===== src/rtl/mat_pkg.sv =====
// Shared types for the matrix cache controller: opcodes, FSM states
// and requester count.
package mat_pkg;

   localparam int NUM_REQ       = 2;
   localparam int DIAG_SIZE_DEF = 8;

   typedef enum logic [1:0] {
      OP_NOP       = 2'b00,
      OP_READ      = 2'b01,
      OP_WRITE     = 2'b10,
      OP_TRANSPOSE = 2'b11
   } mat_op_e;

   typedef enum logic [1:0] {
      ST_IDLE,
      ST_TRANSPOSE,
      ST_TP_WAIT
   } mat_state_e;

endpackage


===== src/rtl/mat_rr_arbiter.sv =====
// Two-way round-robin arbiter; the pointer names the favoured requester
// and moves past whoever was granted.
module mat_rr_arbiter
   import mat_pkg::*;
(
   input  logic               clock,
   input  logic               reset_n,
   input  logic [NUM_REQ-1:0] req,
   output logic [NUM_REQ-1:0] gnt
);

   logic ptr_q, ptr_d;

   always_comb begin
      gnt   = req;
      ptr_d = ptr_q;
      if (&req) begin
         gnt        = '0;
         gnt[ptr_q] = 1'b1;
      end
      if (|gnt) ptr_d = gnt[0];
   end

   always_ff @(posedge clock or negedge reset_n) begin
      if (!reset_n) ptr_q <= 1'b0;
      else          ptr_q <= ptr_d;
   end

endmodule


===== src/rtl/mat_cache_ctrl.sv =====
// Matrix cache controller: arbitrates two requesters onto one cache port,
// tracks in-flight reads and serialises transposes behind a barrier.
module mat_cache_ctrl
   import mat_pkg::*;
#(
   parameter int CACHE_SIZE      = 4,
   parameter int CACHE_ADDR_SIZE = $clog2(CACHE_SIZE),
   parameter int DIAG_SIZE       = DIAG_SIZE_DEF,
   parameter int READ_LATENCY    = 1
) (
   input  logic                            clock,
   input  logic                            reset_n,
   input  logic [1:0]                      req_valid,
   output logic [1:0]                      req_ready,
   input  logic [1:0][1:0]                 req_op,
   input  logic [1:0][CACHE_ADDR_SIZE-1:0] req_addr,
   input  logic [1:0][DIAG_SIZE-1:0]       req_diag,
   output logic                            read_enable,
   output logic                            write_enable,
   output logic                            transpose_enable,
   output logic [CACHE_ADDR_SIZE-1:0]      cache_addr,
   output logic [DIAG_SIZE-1:0]            cache_diag,
   output logic                            rsp_valid,
   output logic                            rsp_id
);

   localparam int RL = READ_LATENCY;

   mat_state_e state_q, state_d;
   logic rd_q, rd_d, wr_q, wr_d, tp_q, tp_d;
   logic [CACHE_ADDR_SIZE-1:0] addr_q, addr_d;
   logic [DIAG_SIZE-1:0] diag_q, diag_d;
   logic rsp_valid_q, rsp_valid_d, rsp_id_q, rsp_id_d;
   logic [RL-1:0] pv_q, pv_d, pid_q, pid_d;
   logic [RL-1:0][CACHE_ADDR_SIZE-1:0] pa_q, pa_d;

   logic [1:0] tp_hit, elig, gnt;
   logic       xfer, gsel;
   mat_op_e    sel_op;

   always_comb begin
      tp_hit = '0;
      elig   = '0;
      for (int i = 0; i < NUM_REQ; i++) begin
         for (int k = 0; k < RL; k++)
            if (pv_q[k] && pa_q[k] == req_addr[i]) tp_hit[i] = 1'b1;
         elig[i] = req_valid[i] && state_q == ST_IDLE &&
                   !(mat_op_e'(req_op[i]) == OP_TRANSPOSE && tp_hit[i]);
      end
   end

   mat_rr_arbiter u_arb (
      .clock   (clock),
      .reset_n (reset_n),
      .req     (elig),
      .gnt     (gnt)
   );

   assign req_ready = gnt & {2{reset_n}};
   assign xfer      = |req_ready;
   assign gsel      = gnt[1];
   assign sel_op    = mat_op_e'(req_op[gsel]);

   always_comb begin
      state_d = state_q;
      rd_d    = 1'b0;
      wr_d    = 1'b0;
      tp_d    = 1'b0;
      addr_d  = addr_q;
      diag_d  = diag_q;
      unique case (state_q)
         ST_IDLE:
            if (xfer && sel_op == OP_TRANSPOSE) state_d = ST_TRANSPOSE;
         ST_TRANSPOSE: state_d = ST_TP_WAIT;
         ST_TP_WAIT:   state_d = ST_IDLE;
         default:      state_d = ST_IDLE;
      endcase
      if (xfer) begin
         unique case (sel_op)
            OP_READ:      rd_d = 1'b1;
            OP_WRITE:     wr_d = 1'b1;
            OP_TRANSPOSE: tp_d = 1'b1;
            default:      ;
         endcase
         if (sel_op != OP_NOP) begin
            addr_d = req_addr[gsel];
            diag_d = req_diag[gsel];
         end
      end
   end

   // Read tracker: entry k is live k cycles after its strobe.
   always_comb begin
      pv_d  = '0;
      pid_d = '0;
      pa_d  = '0;
      for (int k = RL - 1; k > 0; k--) begin
         pv_d[k]  = pv_q[k-1];
         pid_d[k] = pid_q[k-1];
         pa_d[k]  = pa_q[k-1];
      end
      pv_d[0]     = rd_d;
      pid_d[0]    = gsel;
      pa_d[0]     = req_addr[gsel];
      rsp_valid_d = pv_q[RL-1];
      rsp_id_d    = pv_q[RL-1] ? pid_q[RL-1] : rsp_id_q;
   end

   always_ff @(posedge clock or negedge reset_n) begin
      if (!reset_n) begin
         state_q     <= ST_IDLE;
         rd_q        <= 1'b0;
         wr_q        <= 1'b0;
         tp_q        <= 1'b0;
         addr_q      <= '0;
         diag_q      <= '0;
         rsp_valid_q <= 1'b0;
         rsp_id_q    <= 1'b0;
         pv_q        <= '0;
         pid_q       <= '0;
         pa_q        <= '0;
      end else begin
         state_q     <= state_d;
         rd_q        <= rd_d;
         wr_q        <= wr_d;
         tp_q        <= tp_d;
         addr_q      <= addr_d;
         diag_q      <= diag_d;
         rsp_valid_q <= rsp_valid_d;
         rsp_id_q    <= rsp_id_d;
         pv_q        <= pv_d;
         pid_q       <= pid_d;
         pa_q        <= pa_d;
      end
   end

   assign read_enable      = rd_q;
   assign write_enable     = wr_q;
   assign transpose_enable = tp_q;
   assign cache_addr       = addr_q;
   assign cache_diag       = diag_q;
   assign rsp_valid        = rsp_valid_q;
   assign rsp_id           = rsp_id_q;

endmodule


===== config.mk =====
export PLATFORM = sky130hd
export DESIGN_NAME = mat_cache_ctrl
export DESIGN_NICKNAME = d
export VERILOG_FILES = /design/src/rtl/mat_pkg.sv /design/src/rtl/mat_rr_arbiter.sv /design/src/rtl/mat_cache_ctrl.sv
export SDC_FILE = /design/constraint.sdc
export NUM_CORES = 1
export LEC_CHECK = 0
export CORE_MARGIN = 1
export CORE_UTILIZATION = 42
export DETAILED_ROUTE_END_ITERATION = 10
export PLACE_DENSITY_LB_ADDON = 0.3
export SYNTH_ARGS = -nofsm -noshare
export SYNTH_HDL_FRONTEND = slang
export SYNTH_HIERARCHICAL = 1
export SYNTH_SLANG_ARGS = --single-unit

===== constraint.sdc =====
create_clock -name clock -period 2.5 [get_ports clock]
set_input_delay 0.5 -clock clock [delete_from_list [all_inputs] [get_ports clock]]
set_output_delay 0.5 -clock clock [all_outputs]
set_load 0.005 [all_outputs]

After elaboration in Yosys (flattened, before gate mapping)
Index checks and enable logic that the tools add are counted.
- magnitude comparators: 3
- eq/ne operators: 9
- mux-type cells: 19
- bitwise operators: 1
- reduce and logical (&&, ||, !) cells: 18
- operators by type and width (kind ; number):
    8-bit two-way mux ; 2
    2-bit two-way mux ; 6
    1-bit logical AND ; 10
    1-bit two-way mux ; 9
    2-bit == test, second input constant ; 4
    2-bit by 1-bit == test with 1-bit output, second input constant ; 2
    2-bit == test ; 2
    1-bit by 2-bit less-than comparator with 1-bit output, second input constant ; 2
    2-bit case mux with 2 select lines ; 1
    2-bit AND reduction ; 2
    2-bit OR reduction ; 2
    2-bit bitwise AND ; 1
    1-bit logical NOT ; 2
    2-bit logical NOT ; 1
    2-bit by 1-bit inequality test with 1-bit output, second input constant ; 1
    2-bit nonzero test ; 1
    1-bit demux with 1-bit select ; 1
    1-bit greater-or-equal comparator, second input constant ; 1
- register bits: 21
- bits of input ports: 28
- output and inout port bits: 17
- logic and storage cells: 61

Depth between registers and ports, before layout
- depth in word-level cells: 14
- mapped depth: 8
- mapped depth without buffers: 7

Cells and area by module
The synthesis kept the hierarchy.
- modules (own cells, without submodules) (module ; times used ; cells each ; area each (sq um) ; sequential area each (sq um)):
    mat_cache_ctrl ; 1 ; 71 ; 1021.0 ; 500.5
    mat_rr_arbiter ; 1 ; 6 ; 52.6 ; 25.0

Worst setup path before layout
Ideal clock, no wire load.
- path kind: input -> register
- from: input req_addr[1] (netlist name)
- to: register addr_q[0] (netlist: cache_addr[0])
- setup time: 0.125 ns
- arrival time: 2.092 ns
- data required time: 2.375 ns
- slack: 0.283 ns
- cell stages on the path: 8
- buffers on the path: 1
- cells stage by stage: xor2_1 > o311a_1 > a21boi_1 > buf_6 > nand2b_4 > o21ai_4 > nor2_8 > mux2_4
- word-level cells in the longest chain between the ends: 12
- elaborated cells between the ends (all ways): 16
- classes of those cells: 1 x eq/ne; 6 x mux; 1 x bitwise; 8 x reduce/logical
- ends and longest elaborated chain (item ; line ; source):
    from (decl) ; mat_cache_ctrl.sv:16 ; input logic [1:0][CACHE_ADDR_SIZE-1:0] req_addr,
    2-bit == test (*) ; mat_cache_ctrl.sv:46 ; if (pv_q[k] && pa_q[k] == req_addr[i]) tp_hit[i] = 1'b1;
    1-bit logical AND (*) ; mat_cache_ctrl.sv:46 ;
    1-bit two-way mux (*) ; mat_cache_ctrl.sv:46 ;
    1-bit logical AND (*) ; mat_cache_ctrl.sv:48 ; !(mat_op_e'(req_op[i]) == OP_TRANSPOSE && tp_hit[i]);
    1-bit logical NOT (*) ; mat_cache_ctrl.sv:48 ;
    1-bit logical AND (*) ; mat_cache_ctrl.sv:47 ; elig[i] = req_valid[i] && state_q == ST_IDLE &&
    via elig[0] ; mat_cache_ctrl.sv:37 ; logic [1:0] tp_hit, elig, gnt;
    2-bit AND reduction (*) ; mat_rr_arbiter.sv:17 ; if (&req) begin
    2-bit two-way mux (*) ; mat_rr_arbiter.sv:17 ;
    via gnt[1] ; mat_cache_ctrl.sv:37 ;
    2-bit two-way mux (not written as such) (2 in a row) ; mat_cache_ctrl.sv:62 ; assign sel_op = mat_op_e'(req_op[gsel]);
    2-bit nonzero test ; mat_cache_ctrl.sv:85 ; if (sel_op != OP_NOP) begin
    2-bit AND reduction (no source line) ; -- ;
    to (signal assigned) ; mat_cache_ctrl.sv:127 ; addr_q <= addr_d;
    to (decl) ; mat_cache_ctrl.sv:31 ; logic [CACHE_ADDR_SIZE-1:0] addr_q, addr_d;
The timed path passes the listed nets; every way through them passes the cells marked *. The select of a mux whose other input is x is not followed.
A chain may end at the register's enable or synchronous reset.

Final worst setup path
- from: input req_addr[3] (netlist name)
- to: output req_ready[1]
- word-level cells in the longest chain between the ends: 9
- ends and longest elaborated chain (item ; line ; source):
    2-bit == test (*) ; mat_cache_ctrl.sv:46 ;
    1-bit logical AND (*) ; mat_cache_ctrl.sv:46 ;
    1-bit two-way mux (*) ; mat_cache_ctrl.sv:46 ;
    1-bit logical AND (*) ; mat_cache_ctrl.sv:48 ;
    1-bit logical NOT (*) ; mat_cache_ctrl.sv:48 ;
    1-bit logical AND (*) ; mat_cache_ctrl.sv:47 ;
    via elig[1] ; mat_cache_ctrl.sv:37 ;
    2-bit AND reduction ; mat_rr_arbiter.sv:17 ;
    2-bit two-way mux (*) ; mat_rr_arbiter.sv:17 ;
    via gnt[1] ; mat_cache_ctrl.sv:37 ;
    2-bit bitwise AND (*) ; mat_cache_ctrl.sv:59 ; assign req_ready = gnt & {2{reset_n}};
    to (decl) ; mat_cache_ctrl.sv:14 ; output logic [1:0] req_ready,
The timed path passes the listed nets; every way through them passes the cells marked *.

==> results by group <==
Clock tree
  – TritonCTS clock tree: done
  – Num Clock Sinks: 21
  – CTS Hold Buffers Added: 0
  – H-tree depth: 1
  – Clock transition at path regs: 0.12 ns
  – Root buf cell: clkbuf_4
  – Bufs on Longest Clock Path: 2
  – CTS Buf Count: 3
  – Worst skew pair latency: 0.31 ns

Setup path
  – Critical Path End: req_ready[1]
  – Arr. time, crit path: 1.93 ns
  – Reg-to-reg endpoint: cache_diag[2]$_DFFE_PN0P_
  – Cell count of the worst reg-to-reg path: 9
  – Worst path required time: 2.00 ns
  – Reg2reg setup slack: 0.12 ns
  – Crit path launch type: primary input
  – Worst r2r src: pv_q$_DFF_PN0_
  – Worst Setup End Kind: output pin
  – Crit Path Category: in -> out
  – Slowest stage delay, CP: 0.37 ns
  – Critical path fanouts, max: 2
  – CP Cell Sequence: dlygate4sd2_1 -> xor2_1 -> o311a_1 -> buf_4 -> a21boi_2 -> and2_1 -> clkdlybuf4s15_2
  – Buf+Inv Stages, Crit Path: 3
  – Crit path from: req_addr[3]
  – WP depth: 7
  – Delay-heaviest family, CP: buffers and inverters
  – Critical-path top delay cell: o311a_1

Routing
  – Post-route ant nets: 0
  – Post-route DRC: 0
  – Initial DRC Count: 4
  – Vias per inst: 4.95
  – Final wirelength: 2390 um
  – DR WL/cell: 14.9 um
  – Via count: 797
  – Drt pass-1 iters: 3

Logic synthesis
  – XOR/XNOR Fraction of Synth Area: 3.26%
  – Register area share after synthesis: 49.0%
  – Multiplexer share of the synthesized area: 25.5%
  – Syn nets: 105
  – Syn Inst Count: 77
  – Most numerous cell in the Yosys netlist: dfrtp_1
  – Top cells by area, synth: dfrtp_1 (49%), mux2_4 (14%), mux2_1 (8.4%), xor2_1 (3.3%), mux2_2 (3.1%)
  – Yosys cell types: 23
  – Synth top cells by count: dfrtp_1 (21), mux2_4 (10), mux2_1 (8)
  – Syn. warnings: 6
  – Synth Register Bits: 21
  – Simple-gate portion of the synthesized area: 11.3%
  – Main combinational cell family by area after synthesis: multiplexers
  – Ys flop type: dfrtp_1
  – Post-synthesis cell area: 1070 um2
  – Synth Area in Compound Gates: 7.93%
  – Largest area contributor in the netlist: dfrtp_1
  – Synth top area share: 49.0%
  – Average cell area after synthesis: 13.9 um2
  – Post-synth EDFFs: 0
  – Fraction of the mapped netlist area in adder cells: 0%
  – Post-synth ARST share: 100%

Timing
  – Fmax: 411 MHz
  – Worst Tran Pin Value: 0.272 ns
  – Max-slew violation count: 0
  – Rel. slew slack: 81.9%
  – Fin crit share: 97.2%
  – RSZ-0062 raised after global routing: no
  – Minimum clock period: 2.43 ns
  – Setup ws final: 0.0697 ns
  – Clk_skew: 0.00483 ns
  – Setup violations, final: 0
  – Final Hold Fails: 0

Floorplanning
  – Die Ht: 52.6 um
  – Die Area: 2760 um2
  – Initial Util: 46.3%
  – Core area: 2320 um2
  – Ports: 45
  – Floorplan row count: 17
  – Die W: 52.6 um

Power and ir drop
  – Leakage: 0.756 nW
  – Peak VDD IR: 0.000548 V
  – Pwr dens: 764 nW/um2

Finish
  – P&R area growth vs syn: 51.7%
  – N_diodes: 0
  – Final Instance Count excl. Fillers: 161
  – Layout cells sized above 1: 27.8%
  – Final Util: 70.3%
  – Post-layout nets: 162

Global route
  – Initial antenna violation count: 0
  – Number of global-route vias before repair: 925
  – Gr usage total: 21.3%
  – GR met2 Demand/Resource: 39.7%
  – Busiest grt layer: met2
  – Largest net degree at the start of global routing: 13
  – Met1 Use GR: 23.3%
  – First-pass GRT wire length: 4080 um
  – GR Util met3: 6.09%
  – Global route total overflow: 0

Run status
  – Status: completed

Place
  – Setup WS pre-CTS: -0.354 ns
  – DP HPWL: 1830 um
  – Dpl cells: 155
  – Routability cong.: 0.831
  – Port bufs: 44

Flow run
  – Max Cap Violations: 0

Worst hold path
  – Class of the worst hold path: reg -> reg
[state kept, by name (all words and copies together) (netlist names)]
name and flops:
u_arb/ptr_q 1, transpose_enable 1, rsp_id 1, rsp_valid 1, pv_q 1, cache_diag 8
pa_q 2, state_q 2, pid_q 1, cache_addr 2, write_enable 1
[placed cells by master, fill, tap and decap left out, drive strengths merged]
cell            n
inv             2
o21a            1
a21oi           2
mux2           21
nor2            4
dlygate4sd2     9
and3            2
dfrtp          21
o311a           2
clkinv          1
nand3           4
nor2b           1
a21boi          2
buf            10
and2            1
clkdlybuf4s50  34
nand2b          2
xor2            4
nand2           4
clkdlybuf4s15   1
clkbuf          3
o21ai           2
[where the power goes]
group	switching (mW)	total, mW	internal [mW]	leakage (nW)
Clock	0.104	0.164	0.0598	0.0177
Combinational	0.176	0.567	0.391	0.480
Sequential	0.0654	0.514	0.448	0.258
Total	0.345	1.24	0.899	0.756
[kinds of logic (layout without fill, tap and decap cells)]
group / count (synthesis) / in the layout
DFF: 21 / 21
AOI/OAI and AO/OA: 9 / 9
muxes: 21 / 21
buffers and inverters: 4 / 60
and+or+nand+nor: 18 / 18
xor gates and xnor gates: 4 / 4
[what timing repair did]
action | in CTS | in global routing
endpoints found under the setup margin | 8 | 0
gates resized for setup | 16 | 0
buffers inserted | 2 | 0
[worst min path at each step]
stage                                       from                         to  slack [ns]  cells after the start
after floorplan                          reset_n  cache_addr[0]$_DFFE_PN0P_        0.20                      0
after global placement    state_q[1]$_DFFE_PN0P_     state_q[1]$_DFFE_PN0P_        0.41                      1
after detailed placement  state_q[1]$_DFFE_PN0P_     state_q[1]$_DFFE_PN0P_        0.44                      1
after CTS                 state_q[1]$_DFFE_PN0P_     state_q[1]$_DFFE_PN0P_        0.45                      1
after global routing      state_q[1]$_DFFE_PN0P_     state_q[1]$_DFFE_PN0P_        0.48                      1
final                     state_q[1]$_DFFE_PN0P_     state_q[1]$_DFFE_PN0P_        0.45                      1
[metal layers]
| metal | wire [um] | share of wire (%) |
|---|---|---|
| met5 | 0 | 0 |
| met4 | 22 | 0.92 |
| met3 | 100 | 4.2 |
| met1 | 969 | 41 |
| met2 | 1300 | 54 |
[worst reg2reg max path, stage by stage (launching register included)]
cell and delay [ns]:
dfrtp_1 0.45, nand3_2 0.10, o311a_1 0.39, buf_4 0.15, a21boi_2 0.15, buf_4 0.17, nand3_1 0.15, o21ai_4 0.10
nor2_8 0.27, mux2_4 0.33
[metrics by stage]
stage          hold slack, ns  area, um2  total power, mW  setup TNS, ns
6_report                0.453       1630             1.24              0
5_1_grt                 0.476       1630             1.32              0
4_1_cts                 0.454       1630             1.26              0
3_5_place_dp            0.436       1580             1.08          -4.14
3_3_place_gp            0.414       1580             1.07          -3.57
2_1_floorplan           0.204       1070            0.786              0
[cell type report]
cell class                 count  area (um2)
multi-input combinational     52         528
timing repair buffer          54         505
clock buffer                   3        22.5
clock inverter                 1        5.00
sequential                    21         526
inverter                       2        7.51
fill                         166         689
tap                           28        35.0
(Power assumes the default switching activity.)
